File: src/rtl/cplx_mag_est_pkg.sv
// rtl/cplx_mag_est_pkg.sv - shared constants for the complex-magnitude estimator
package cplx_mag_est_pkg;

  localparam int DEFAULT_DATA_WIDTH = 32;
  localparam int MAG_LATENCY        = 3;
  localparam int BETA_SHIFT         = 2;

endpackage

File: src/rtl/cplx_mag_est_pipe_delay.sv
// rtl/cplx_mag_est_pipe_delay.sv - enable-qualified shift-register delay line
module pipe_delay #(
  parameter int WIDTH = 1,
  parameter int DELAY = 3
) (
  input  logic             clock,
  input  logic             reset,
  input  logic             enable,
  input  logic [WIDTH-1:0] din,
  output logic [WIDTH-1:0] dout
);

  logic [WIDTH-1:0] taps [DELAY];

  always_ff @(posedge clock) begin
    if (!reset) begin
      for (int k = 0; k < DELAY; k++) taps[k] <= '0;
    end else if (enable) begin
      taps[0] <= din;
      for (int k = 1; k < DELAY; k++) taps[k] <= taps[k-1];
    end
  end

  assign dout = taps[DELAY-1];

endmodule

File: src/rtl/cplx_mag_est.sv
// rtl/cplx_mag_est.sv - alpha-max-plus-beta-min magnitude estimator, 3-stage pipeline
module cplx_mag_est
  import cplx_mag_est_pkg::*;
#(
  parameter int DATA_WIDTH = DEFAULT_DATA_WIDTH
) (
  input  logic                         clock,
  input  logic                         reset,
  input  logic                         enable,
  input  logic signed [DATA_WIDTH-1:0] i,
  input  logic signed [DATA_WIDTH-1:0] q,
  input  logic                         input_strobe,
  output logic        [DATA_WIDTH-1:0] mag,
  output logic                         mag_stb
);

  localparam logic [DATA_WIDTH-1:0] MOST_NEG = {1'b1, {(DATA_WIDTH-1){1'b0}}};
  localparam logic [DATA_WIDTH-1:0] MOST_POS = {1'b0, {(DATA_WIDTH-1){1'b1}}};

  // The most negative input has no positive counterpart, so it clamps instead of wrapping.
  function automatic logic [DATA_WIDTH-1:0] sat_abs(input logic [DATA_WIDTH-1:0] x);
    if (x == MOST_NEG)       return MOST_POS;
    else if (x[DATA_WIDTH-1]) return (~x) + 1'b1;
    else                     return x;
  endfunction

  logic [DATA_WIDTH-1:0] abs_i, abs_q;
  logic [DATA_WIDTH-1:0] mx, mn;
  logic                  stb_dly;

  always_ff @(posedge clock) begin
    if (!reset) begin
      abs_i <= '0;
      abs_q <= '0;
      mx    <= '0;
      mn    <= '0;
      mag   <= '0;
    end else if (enable) begin
      abs_i <= sat_abs(i);
      abs_q <= sat_abs(q);
      if (abs_i >= abs_q) begin
        mx <= abs_i;
        mn <= abs_q;
      end else begin
        mx <= abs_q;
        mn <= abs_i;
      end
      // mx <= 2^(W-1)-1 and mn>>2 <= 2^(W-3), so the sum fits in W bits.
      mag <= mx + (mn >> BETA_SHIFT);
    end
  end

  pipe_delay #(
    .WIDTH (1),
    .DELAY (MAG_LATENCY)
  ) u_stb_delay (
    .clock  (clock),
    .reset  (reset),
    .enable (enable),
    .din    (input_strobe),
    .dout   (stb_dly)
  );

  assign mag_stb = stb_dly;

endmodule

File: config.mk
export PLATFORM = sky130hd
export DESIGN_NAME = cplx_mag_est
export DESIGN_NICKNAME = d
export VERILOG_FILES = /design/src/rtl/cplx_mag_est_pkg.sv /design/src/rtl/cplx_mag_est_pipe_delay.sv /design/src/rtl/cplx_mag_est.sv
export SDC_FILE = /design/constraint.sdc
export NUM_CORES = 1
export LEC_CHECK = 0
export ABC_AREA = 0
export CORE_MARGIN = 3
export CORE_UTILIZATION = 50
export DETAILED_ROUTE_END_ITERATION = 8
export GPL_ROUTABILITY_DRIVEN = 0
export PLACE_DENSITY = 0.81
export SLEW_MARGIN = 20
export SYNTH_ARGS = -nofsm -noshare
export SYNTH_HDL_FRONTEND = slang
export SYNTH_SLANG_ARGS = --single-unit
File: constraint.sdc
create_clock -name clock -period 4.6 [get_ports clock]
set_clock_uncertainty 0.1 [all_clocks]
set_input_delay 0.69 -clock clock [delete_from_list [all_inputs] [get_ports clock]]
set_output_delay 0.69 -clock clock [all_outputs]
set_load 0.01 [all_outputs]
Word-level counts from Yosys, hierarchy flattened
Memory sizes are Yosys's and may differ from the RTL's.
Index checks and enable logic that the tools add are counted.
- register bits after elaboration: 160
- memories kept: 1
- word-level logic and storage cells: 30
- memory bits (writable): 3
- input bits: 68
- output and inout bits: 33
- $lt $le $gt $ge: 1
- muxes and demuxes: 13
- eq/ne operators: 2
- add/sub/neg operators: 3
- bitwise operators: 5
- memories (memory ; depth ; bits a word ; read ports ; clocked after Yosys merged registers in ; wr ports ; line ; text):
    u_stb_delay.taps ; 3 ; 1 ; 3 ; 0 ; 3 ; cplx_mag_est_pipe_delay.sv:13 ; logic [WIDTH-1:0] taps [DELAY];
- operators with widths (operator ; count):
    2-to-1 mux 32 bit ; 6
    adder 32 x 1 -> 32 bit (second input constant) ; 2
    equality test 32 bit (second input constant) ; 2
    inverter 32 bit ; 2
    adder 32 x 30 -> 32 bit ; 1
    >= comparator 32 bit ; 1
    2-to-1 mux 1 bit ; 7
    bitwise OR 1 bit ; 3

Longest topological paths before layout
Gate-level depths: netlist of run 1.
- depth in word-level cells: 4
- depth in mapped cells: 12
- depth with buffers taken out: 10

Cells and area by module
From an unflattened synthesis of run 1, not the netlist that was laid out.
- cells, all modules: 1154
- area, all modules: 9635.5 sq um
- by module, submodules not included (module ; seq. area each (sq um) ; area each (sq um) ; instances ; cells an instance):
    cplx_mag_est ; 3163.0 ; 9520.4 ; 1 ; 1147
    pipe_delay ; 90.1 ; 115.1 ; 1 ; 7

Worst setup path after synthesis of run 1
Ideal clock, no wire load.
- path kind: input -> register
- start point: input port q[7]
- end point: register abs_q[26]
- arrival: 2893 ps
- cell stages on the path: 8
- data required time: 4364 ps
- setup slack: 1470 ps
- setup time: 136 ps
- cells stage by stage: or4_4 > or4b_1 > or2_1 > buf_6 > or3_4 > o41ai_4 > xor2_1 > a31oi_1
- word-level cells in the longest chain between the ends: 4
- elaborated cells between the ends (all ways): 5
- RTL lines (item ; line ; text):
    start, declared ; cplx_mag_est.sv:11 ; input logic signed [DATA_WIDTH-1:0] q,
    inverter 32 bit ; cplx_mag_est.sv:23 ; else if (x[DATA_WIDTH-1]) return (~x) + 1'b1;
    adder 32 x 1 -> 32 bit ; cplx_mag_est.sv:23 ;
    2-to-1 mux 32 bit ; cplx_mag_est.sv:23 ;
    2-to-1 mux 32 bit (*) ; cplx_mag_est.sv:22 ; if (x == MOST_NEG) return MOST_POS;
    end signal, assigned ; cplx_mag_est.sv:40 ; abs_q <= sat_abs(q);
    end, declared ; cplx_mag_est.sv:27 ; logic [DATA_WIDTH-1:0] abs_i, abs_q;
Every way passes the cells marked *; elsewhere a longest branch is shown, timed or not.
A chain may end at the register's enable or synchronous reset.

Worst setup path in the final report of run 1
- start point: register mx[0]
- end point: register mag[30]
- word-level cells in the longest chain between the ends: 1
- RTL lines (item ; line ; text):
    start, declared ; cplx_mag_est.sv:28 ; logic [DATA_WIDTH-1:0] mx, mn;
    start signal, assigned ; cplx_mag_est.sv:42 ; mx <= abs_i;
    start signal, assigned ; cplx_mag_est.sv:45 ; mx <= abs_q;
    adder 32 x 30 -> 32 bit ; cplx_mag_est.sv:49 ; mag <= mx + (mn >> BETA_SHIFT);
    end signal, assigned ; cplx_mag_est.sv:49 ;
    end, declared ; cplx_mag_est.sv:13 ; output logic [DATA_WIDTH-1:0] mag,
No other way between the ends.

==> impl_metrics.ini, run 1 <==
[synth]
synthesis.area_um2 = 9650
synth_area_leaders = dfxtp_1 33%, mux2i_1 8.9%, ha_1 8.3%
yosys.area.top_type = dfxtp_1
ys_types = 66
synth_ff_type = dfxtp_1
synthMuxAreaShare_pct = 8.92
synth_simple_gate_area_share_pct = 11.7
ys_seq_area_share_pct = 33.7
ys_seq_elements = 161
synth_nets = 1263
synthesis.instances = 1130
syn_avg_cell_area_um2 = 8.54
synth_fa_ha_area_share_pct = 8.50
netlist.area_leader.share_pct = 32.8
synth-edff-count = 3
synthXorXnorAreaFrac_pct = 6.90
synth_compound_area_share_pct = 25.8
ys_async_sr_fraction_pct = 0
ys_warn_count = 0
synth_top_family_by_area = compound AO/OA/AOI/OAI gates

[flow_run]
drv_cap = 0

[power_and_ir_drop]
p_leak_uw = 0.00467
peakVddDrop_uv = 308
pwr_density_cell_nw_per_um2 = 340

[detailed_routing]
final_antenna_net_count = 0
vias = 8418
highest_layer = met4
via_per_inst = 5.74
firstDrtPassIters = 5
wl_met2_um = 10300
wirelength_um = 23500
drtIter0Drc = 581
wire_per_inst_um = 16.1
wirelength_met1_um = 11500
drt_drc_violations_left = 0
wl_met3_um = 1230

[global_route]
antenna_found_initial = 0
grtUsageTotal_pct = 22.2
overflow = 0
grt_pass1_vias = 7940
grt_pass1_wl_um = 39300
grt_max_degree = 122

[place]
hpwl_um = 17200
numPortBuffers = 100

[sta]
relSlewSlack_pct = 43.9
fin_crit_ps = 3650
setup-tns-final_ps = 0
worst_slew_pin_slew_ps = 839
hold_violations = 0
period_share_pct = 79.4
rsz0062_at_grt = false
final_max_slew_viol_count = 0
max_freq_mhz = 274
finalSetupViolCount = 0

[clock_tree]
clkTransAtPathRegs_ps = 60
cts_tree = done
numCtsBuffers = 17
clock_sinks = 161
clock_path_buffers = 2
post_cts_buffers = 0
clk_latency_ps = 430
root_buffer = clkbuf_16
h-tree-depth = 4
hold_buffers = 0
cts-resized-gates = 0

[critical_path]
arrival_ps = 3840
startpoint_type = register
path_class = register to register
cp.required_ps = 4790
crit_path_end_kind = register
cp_max_fo = 4
rrSetupSlack_ps = 950

[die]
io_pins = 101
coreArea_um2 = 18800
die-area_um2 = 21000
die-width_um = 145
fp.dieH_um = 145
rows = 50
initial_core_util_pct = 51.3

[finish]
utilization_pct = 60.6
final_layout_size_suffix_gt1_share_pct = 5.39
final_nets = 1327
syn_to_final_growth_pct = 18.2
mostFrequentLayoutCells = 158 x dfxtp_1, 156 x o21ai_0, 115 x a21oi_1
final_common_cell = dfxtp_1
diodes = 0

[run_status]
status = finished, final reports clean

[worst_hold_path]
hold_class = register to register
-- registers in the layout, indices dropped and copies added, names as in the netlist --
name	count
abs_q	32
mx	32
mag	32
u_stb_delay.taps	3
abs_i	32
mn	30
-- worst paths after layout --
path | to | start | cells past startpoint
max | mag[30] | mx[0] | 11
min | mag[28] | mag[28] | 2
max reg2reg | mag[30] | mx[0] | 11
min reg2reg | mag[28] | mag[28] | 2
-- power by group --
part / switching [µW] / internal [µW]
registers: 94.2 / 1510
clock network: 531 / 839
logic: 472 / 427
-- layer usage --
layer | vias to the layer above | track usage (%)
met5 | - | 0
met4 | 0 | 7.03
met3 | 35 | 4.34
met2 | 240 | 34.6
met1 | 3888 | 31.2
li1 | 4255 | -
-- cells in the mapped netlist, types with 8 or more instances --
cell      count
nand2_1      56
ha_1         64
o21ai_0     157
nor3_1        9
inv_1        46
dfxtp_1     158
o221a_2      13
o41ai_1       8
and3_1       10
or4_1         9
mux2i_1      86
a31oi_1      28
xnor2_1      39
nor2b_1      22
nand2b_1      8
o31ai_1      15
nand4_1      12
nand3_1      11
clkbuf_1     55
a21oi_1     115
nor2_1       46
a21o_1       31
xor2_1       37
-- area by class of cell --
cell class	instances	area, µm²
multi-input combinational	856	5970
timing repair buffer	112	1110
tap	260	325
clock buffer	26	489
sequential	161	3250
clock inverter	5	78.8
fill	1591	7420
inverter	46	173
-- critical path: stages, from the launching register on --
cell and delay, ps:
dfxtp_1 310, ha_1 220, fa_1 420, a21o_1 220, a221oi_1 580, o31ai_1 290
a2111oi_0 560, buf_4 210, o21ai_0 110, a31oi_1 240, xor2_1 170, a21oi_1 90
-- kinds of logic (layout without fill, tap and decap cells) --
kind of cell               Yosys count  count (layout)
and+or+nand+nor                    217             217
muxes                               86              86
buffers and inverters              113             189
AOI/OAI and AO/OA                  412             412
xor gates and xnor gates            76              76
DFF                                161             161
adders and majority gates           65              65
-- through the flow --
| stage | std cells | instance area, µm² | power, µW | hold slack (ps) | worst slack (ps) |
|---|---|---|---|---|---|
| 2_1_floorplan | 1130 | 9650 | 2220 | 350 | 1470 |
| 3_3_place_gp | 1435 | 10800 | 2490 | 336 | 839 |
| 3_5_place_dp | 1435 | 10800 | 2520 | 347 | 809 |
| 4_1_cts | 1466 | 11400 | 3890 | 360 | 968 |
| 5_1_grt | 1466 | 11400 | 4070 | 376 | 745 |
| 6_report | 1466 | 11400 | 3880 | 351 | 946 |
Power figures use the tool's default switching activity.
==> run 2, diff against run 1 <==
--- a/config.mk
+++ b/config.mk
@@ -10,7 +10,7 @@
 export CORE_UTILIZATION = 50
 export DETAILED_ROUTE_END_ITERATION = 8
 export GPL_ROUTABILITY_DRIVEN = 0
-export PLACE_DENSITY = 0.81
+export PLACE_DENSITY = 0.84
 export SLEW_MARGIN = 20
 export SYNTH_ARGS = -nofsm -noshare
 export SYNTH_HDL_FRONTEND = slang
==> constraint.sdc (replaced) <==
create_clock -name clock -period 3 [get_ports clock]
set_clock_uncertainty 0.1 [all_clocks]
set_input_delay 0.45 -clock clock [delete_from_list [all_inputs] [get_ports clock]]
set_output_delay 0.45 -clock clock [all_outputs]
set_load 0.01 [all_outputs]
==> run 2 against run 1 <==
- maximum frequency up 25%
- first-iteration DRC count increased by 59%
- sequential power grew 53%
- combinational power up 68%
- final cell count increased by 5.8%
- sequential share of layout area is 2.0 points lower
- via count grew 8.3%
- critical path depth is 1 higher
- register-to-register slack worse by 860 ps
- critical path type unchanged
- power up 66%
- critical endpoint unchanged
- setup slack worse by 860 ps
==> impl_metrics.ini, run 2 (synthesis gave the netlist of run 1 again) <==
[global_route]
grt_pass1_wl_um = 43200
grtUsageTotal_pct = 24.5
overflow = 0
grt_pass1_vias = 8826
antenna_found_initial = 0
grt_max_degree = 71

[finish]
multi_input_area_um2 = 6080
nFillCells = 1428
final_nets = 1411
syn_to_final_growth_pct = 27.2
seqCellArea_um2 = 3250
mostFrequentLayoutCells = 158 x dfxtp_1, 153 x o21ai_0, 115 x a21oi_1
final_area_um2 = 12300
diodes = 0
final_layout_size_suffix_gt1_share_pct = 13.5
final_common_cell = dfxtp_1

[critical_path]
rrSetupSlack_ps = 80
timing.rr.start = mx[0]
reg2reg_to = mag[30]
endpoint = mag[30]
cp.required_ps = 3180
reg2regPathDepth = 12
arrival_ps = 3100
path_class = register to register
crit_path_end_kind = register
cp_max_fo = 2
crit_path_start = mx[0]
startpoint_type = register

[place]
hpwl_um = 18800
numPortBuffers = 100
place_area_um2 = 11500

[clock_tree]
clock_path_buffers = 2
clock_sinks = 161
numCtsBuffers = 17
clk_latency_ps = 430
h-tree-depth = 4
cts_tree = done
clkTransAtPathRegs_ps = 60
root_buffer = clkbuf_16

[sta]
finalSetupViolCount = 0
max_freq_mhz = 343
fin_crit_ps = 2920
relSlewSlack_pct = 51.9
final_max_slew_viol_count = 0
rsz0062_at_grt = true
hold_violations = 0
worst_slew_pin_slew_ps = 720
period_share_pct = 97.3

[power_and_ir_drop]
peakVddDrop_uv = 453
pwr_density_cell_nw_per_um2 = 524
p_total_uw = 6430
p_leak_uw = 0.00518

[flow_run]
drv_cap = 0

[die]
initial_core_util_pct = 51.3
rows = 50
die-width_um = 145
die-area_um2 = 21000
coreArea_um2 = 18800
io_pins = 101
fp.dieH_um = 145

[detailed_routing]
final_antenna_net_count = 0
wire_per_inst_um = 17.2
wirelength_um = 26600
drt_drc_violations_left = 0
firstDrtPassIters = 6
vias = 9113
drtIter0Drc = 924
via_per_inst = 5.88

[worst_hold_path]
hold_class = input pin to register

[run_status]
status = finished, final reports clean
run 2: how the worst min path moves through the flow:
stage,startpoint,end,cells past startpoint
finish,enable,abs_i[1],2
global placement,mag[22],mag[22],2
floorplan,abs_q[0],abs_q[0],2
CTS,enable,abs_i[1],2
global route,enable,abs_q[3],2
detailed placement,mag[16],mag[16],2
run 2: per-layer routing:
layer	routed length [µm]	GRT usage, %
met5	0	0
met4	867	9.74
met3	1740	4.40
met2	12300	40.6
met1	11700	31.7
run 2: cell type report:
cell class / count / area share [%]
well taps: 260 / 2.65
repair buffers: 196 / 14.5
flip-flops and latches: 161 / 26.5
inverters: 46 / 1.41
multi-input cells: 856 / 49.5
clock inverters: 9 / 1.44
clock buffers: 23 / 4.06
run 2: what timing repair did:
action                     in CTS  in global routing
pin swaps                       6                  9
setup endpoints to repair       5                 34
gates resized for setup         7                 19
buffers inserted                0                  1
hold buffers                    0                  0
run 2: through the flow:
stage / std cells / utilization, % / setup TNS [ps] / hold slack [ps] / setup slack, ps
final: 1551 / 65.2 / 0 / 345 / 82.3
after global routing: 1551 / 65.2 / -13.0 / 374 / -7.81
after CTS: 1550 / 64.7 / -22.1 / 347 / -22.1
after detailed placement: 1518 / 61.0 / -14690 / 343 / -447
after global placement: 1518 / 61.0 / -10590 / 337 / -371
after floorplan: 1130 / - / 0 / 350 / 108
run 2: report_power, final:
group | internal (µW) | switching (µW)
registers | 2320 | 149
logic | 727 | 788
clock network | 1590 | 861
run 2: worst max-delay path, cell delays in order, from the launching register on:
cell and delay [ps]:
dfxtp_1 310, ha_2 200, fa_2 340, a21o_1 220, a221oi_4 300, o31ai_2 140, a2111oi_2 330, buf_4 180
o21ai_1 80, a31oi_1 170, xor2_1 190, buf_4 160, a21oi_1 70
==> run 3, diff against run 2 <==
--- a/config.mk
+++ b/config.mk
@@ -6,11 +6,10 @@
 export NUM_CORES = 1
 export LEC_CHECK = 0
 export ABC_AREA = 0
-export CORE_MARGIN = 3
 export CORE_UTILIZATION = 50
 export DETAILED_ROUTE_END_ITERATION = 8
 export GPL_ROUTABILITY_DRIVEN = 0
-export PLACE_DENSITY = 0.84
+export PLACE_DENSITY = 0.81
 export SLEW_MARGIN = 20
 export SYNTH_ARGS = -nofsm -noshare
 export SYNTH_HDL_FRONTEND = slang
==> constraint.sdc (replaced) <==
create_clock -name clock -period 3.1 [get_ports clock]
set_clock_uncertainty 0.1 [all_clocks]
set_input_delay 0.465 -clock clock [delete_from_list [all_inputs] [get_ports clock]]
set_output_delay 0.465 -clock clock [all_outputs]
set_load 0.01 [all_outputs]
==> run 3 against run 2 <==
- worst hold slack worse by 59 ps
- combinational power is 4% lower
- flip-flop and latch count stayed put
- non-clock buffer count is 13 lower
- setup slack better by 16 ps
- critical path type is now input pin to register
- largest power group unchanged
- highest routed layer unchanged
==> impl_metrics.ini, run 3 (synthesis gave the netlist of run 1 again) <==
[run_status]
status = finished, final reports clean

[clock_tree]
h-tree-depth = 4
clock_path_buffers = 2
clkTransAtPathRegs_ps = 60
root_buffer = clkbuf_16
hold_buffers = 0
numCtsBuffers = 17
cts_tree = done
clk_latency_ps = 440
clock_sinks = 161

[finish]
final_layout_size_suffix_gt1_share_pct = 11.4
utilization_pct = 64.1
syn_to_final_growth_pct = 25.1
mostFrequentLayoutCells = 158 x dfxtp_1, 155 x o21ai_0, 115 x a21oi_1
diodes = 0
final_common_cell = dfxtp_1
final_nets = 1398
layout.cells.non_filler = 1537

[die]
rows = 50
die-width_um = 141
fp.dieH_um = 141
initial_core_util_pct = 51.3
io_pins = 101
coreArea_um2 = 18800
die-area_um2 = 19900

[power_and_ir_drop]
swShare_pct = 28.0
pwr_density_cell_nw_per_um2 = 511
p_comb_share_pct = 23.5
peakVddDrop_uv = 436
p_leak_uw = 0.00506
p_int_uw = 4450
power_frac_seq_pct = 38.6
p_sw_uw = 1730
p_clk_share_pct = 37.9

[detailed_routing]
via_per_inst = 5.77
vias = 8873
wire_per_inst_um = 16.3
drtIter0Drc = 738
firstDrtPassIters = 5
final_antenna_net_count = 0
wirelength_um = 25100
drt_drc_violations_left = 0

[sta]
period_share_pct = 96.8
relSlewSlack_pct = 45.0
final_max_slew_viol_count = 0
finalSetupViolCount = 0
hold_violations = 0
rsz0062_at_grt = false
worst_slew_pin_slew_ps = 823
fin_crit_ps = 3000
max_freq_mhz = 333

[global_route]
grtUsageTotal_pct = 26.0
gr-usage-met1_pct = 36.1
overflow = 0
use_met3_pct = 4.28
use_met2_pct = 41.0
antenna_found_initial = 0
grt_max_degree = 119
grt_pass1_vias = 8201
grt_busiest_layer = met2
grt_pass1_wl_um = 41400

[worst_hold_path]
hold_class = input pin to register

[place]
hpwl_um = 18100
dp_cells = 1501
numPortBuffers = 100

[critical_path]
cp_max_fo = 4
path_class = input pin to register
arrival_ps = 3230
startpoint_type = input pin
cp.required_ps = 3320
crit_path_end_kind = register

[flow_run]
drv_cap = 0
-- run 3: cell type report --
class / instances / area, µm²
sequential: 161 / 3250
multi-input combinational: 856 / 6000
clock buffer: 22 / 475
clock inverter: 9 / 176
tap: 260 / 325
timing repair buffer: 183 / 1670
fill: 1473 / 6750
inverter: 46 / 173
-- run 3: power groups by stage --
stage / Combinational, µW / Clock [µW] / Sequential, µW
3_3_place_gp: 1350 / 0 / 2420
3_5_place_dp: 1390 / 0 / 2420
4_1_cts: 1420 / 2350 / 2380
5_1_grt: 1590 / 2450 / 2400
6_report: 1450 / 2340 / 2380
2_1_floorplan: 898 / 0 / 2400
-- run 3: path summary, 6_finish.rpt --
kind | start | endpoint | slack (ps) | cells past startpoint
hold / removal | reset | mag[9] | 290 | 2
hold reg to reg | mag[28] | mag[28] | 350 | 2
setup / recovery | q[7] | abs_q[28] | 100 | 9
setup reg to reg | mx[0] | mag[30] | 210 | 12
-- run 3: through the flow --
stage / hold slack, ps / area, µm² / TNS (ps) / setup slack (ps) / total power, µW
4_1_cts: 277 / 12000 / -1.26 / -1.26 / 6140
5_1_grt: 284 / 12100 / 0 / 13.4 / 6450
6_report: 286 / 12100 / 0 / 98.3 / 6180
3_3_place_gp: 336 / 11400 / -6620 / -284 / 3770
2_1_floorplan: 350 / 9650 / 0 / 30.4 / 3300
3_5_place_dp: 348 / 11400 / -9580 / -347 / 3810
-- run 3: timing repair --
| action | CTS | global route |
|---|---|---|
| endpoints found under the setup margin | 2 | 33 |
| pin swaps | 0 | 6 |
| buffers inserted | 0 | 5 |
| endpoints found under the hold margin | 0 | 0 |
| resized for setup | 2 | 7 |
-- run 3: critical path: stages --
cell and delay, ps:
clkdlybuf4s50_1 420, or4_4 540, or4b_1 530, or2_1 260, or3_4 410, o31ai_1 290, nand4b_1 140, o21ai_0 100
nor2_1 70
-- run 3: routing by layer --
| layer | wire length (µm) | vias up |
|---|---|---|
| met5 | 0 | - |
| met4 | 462 | 0 |
| met3 | 1340 | 46 |
| met2 | 11300 | 293 |
| met1 | 12100 | 4141 |
| li1 | - | 4393 |
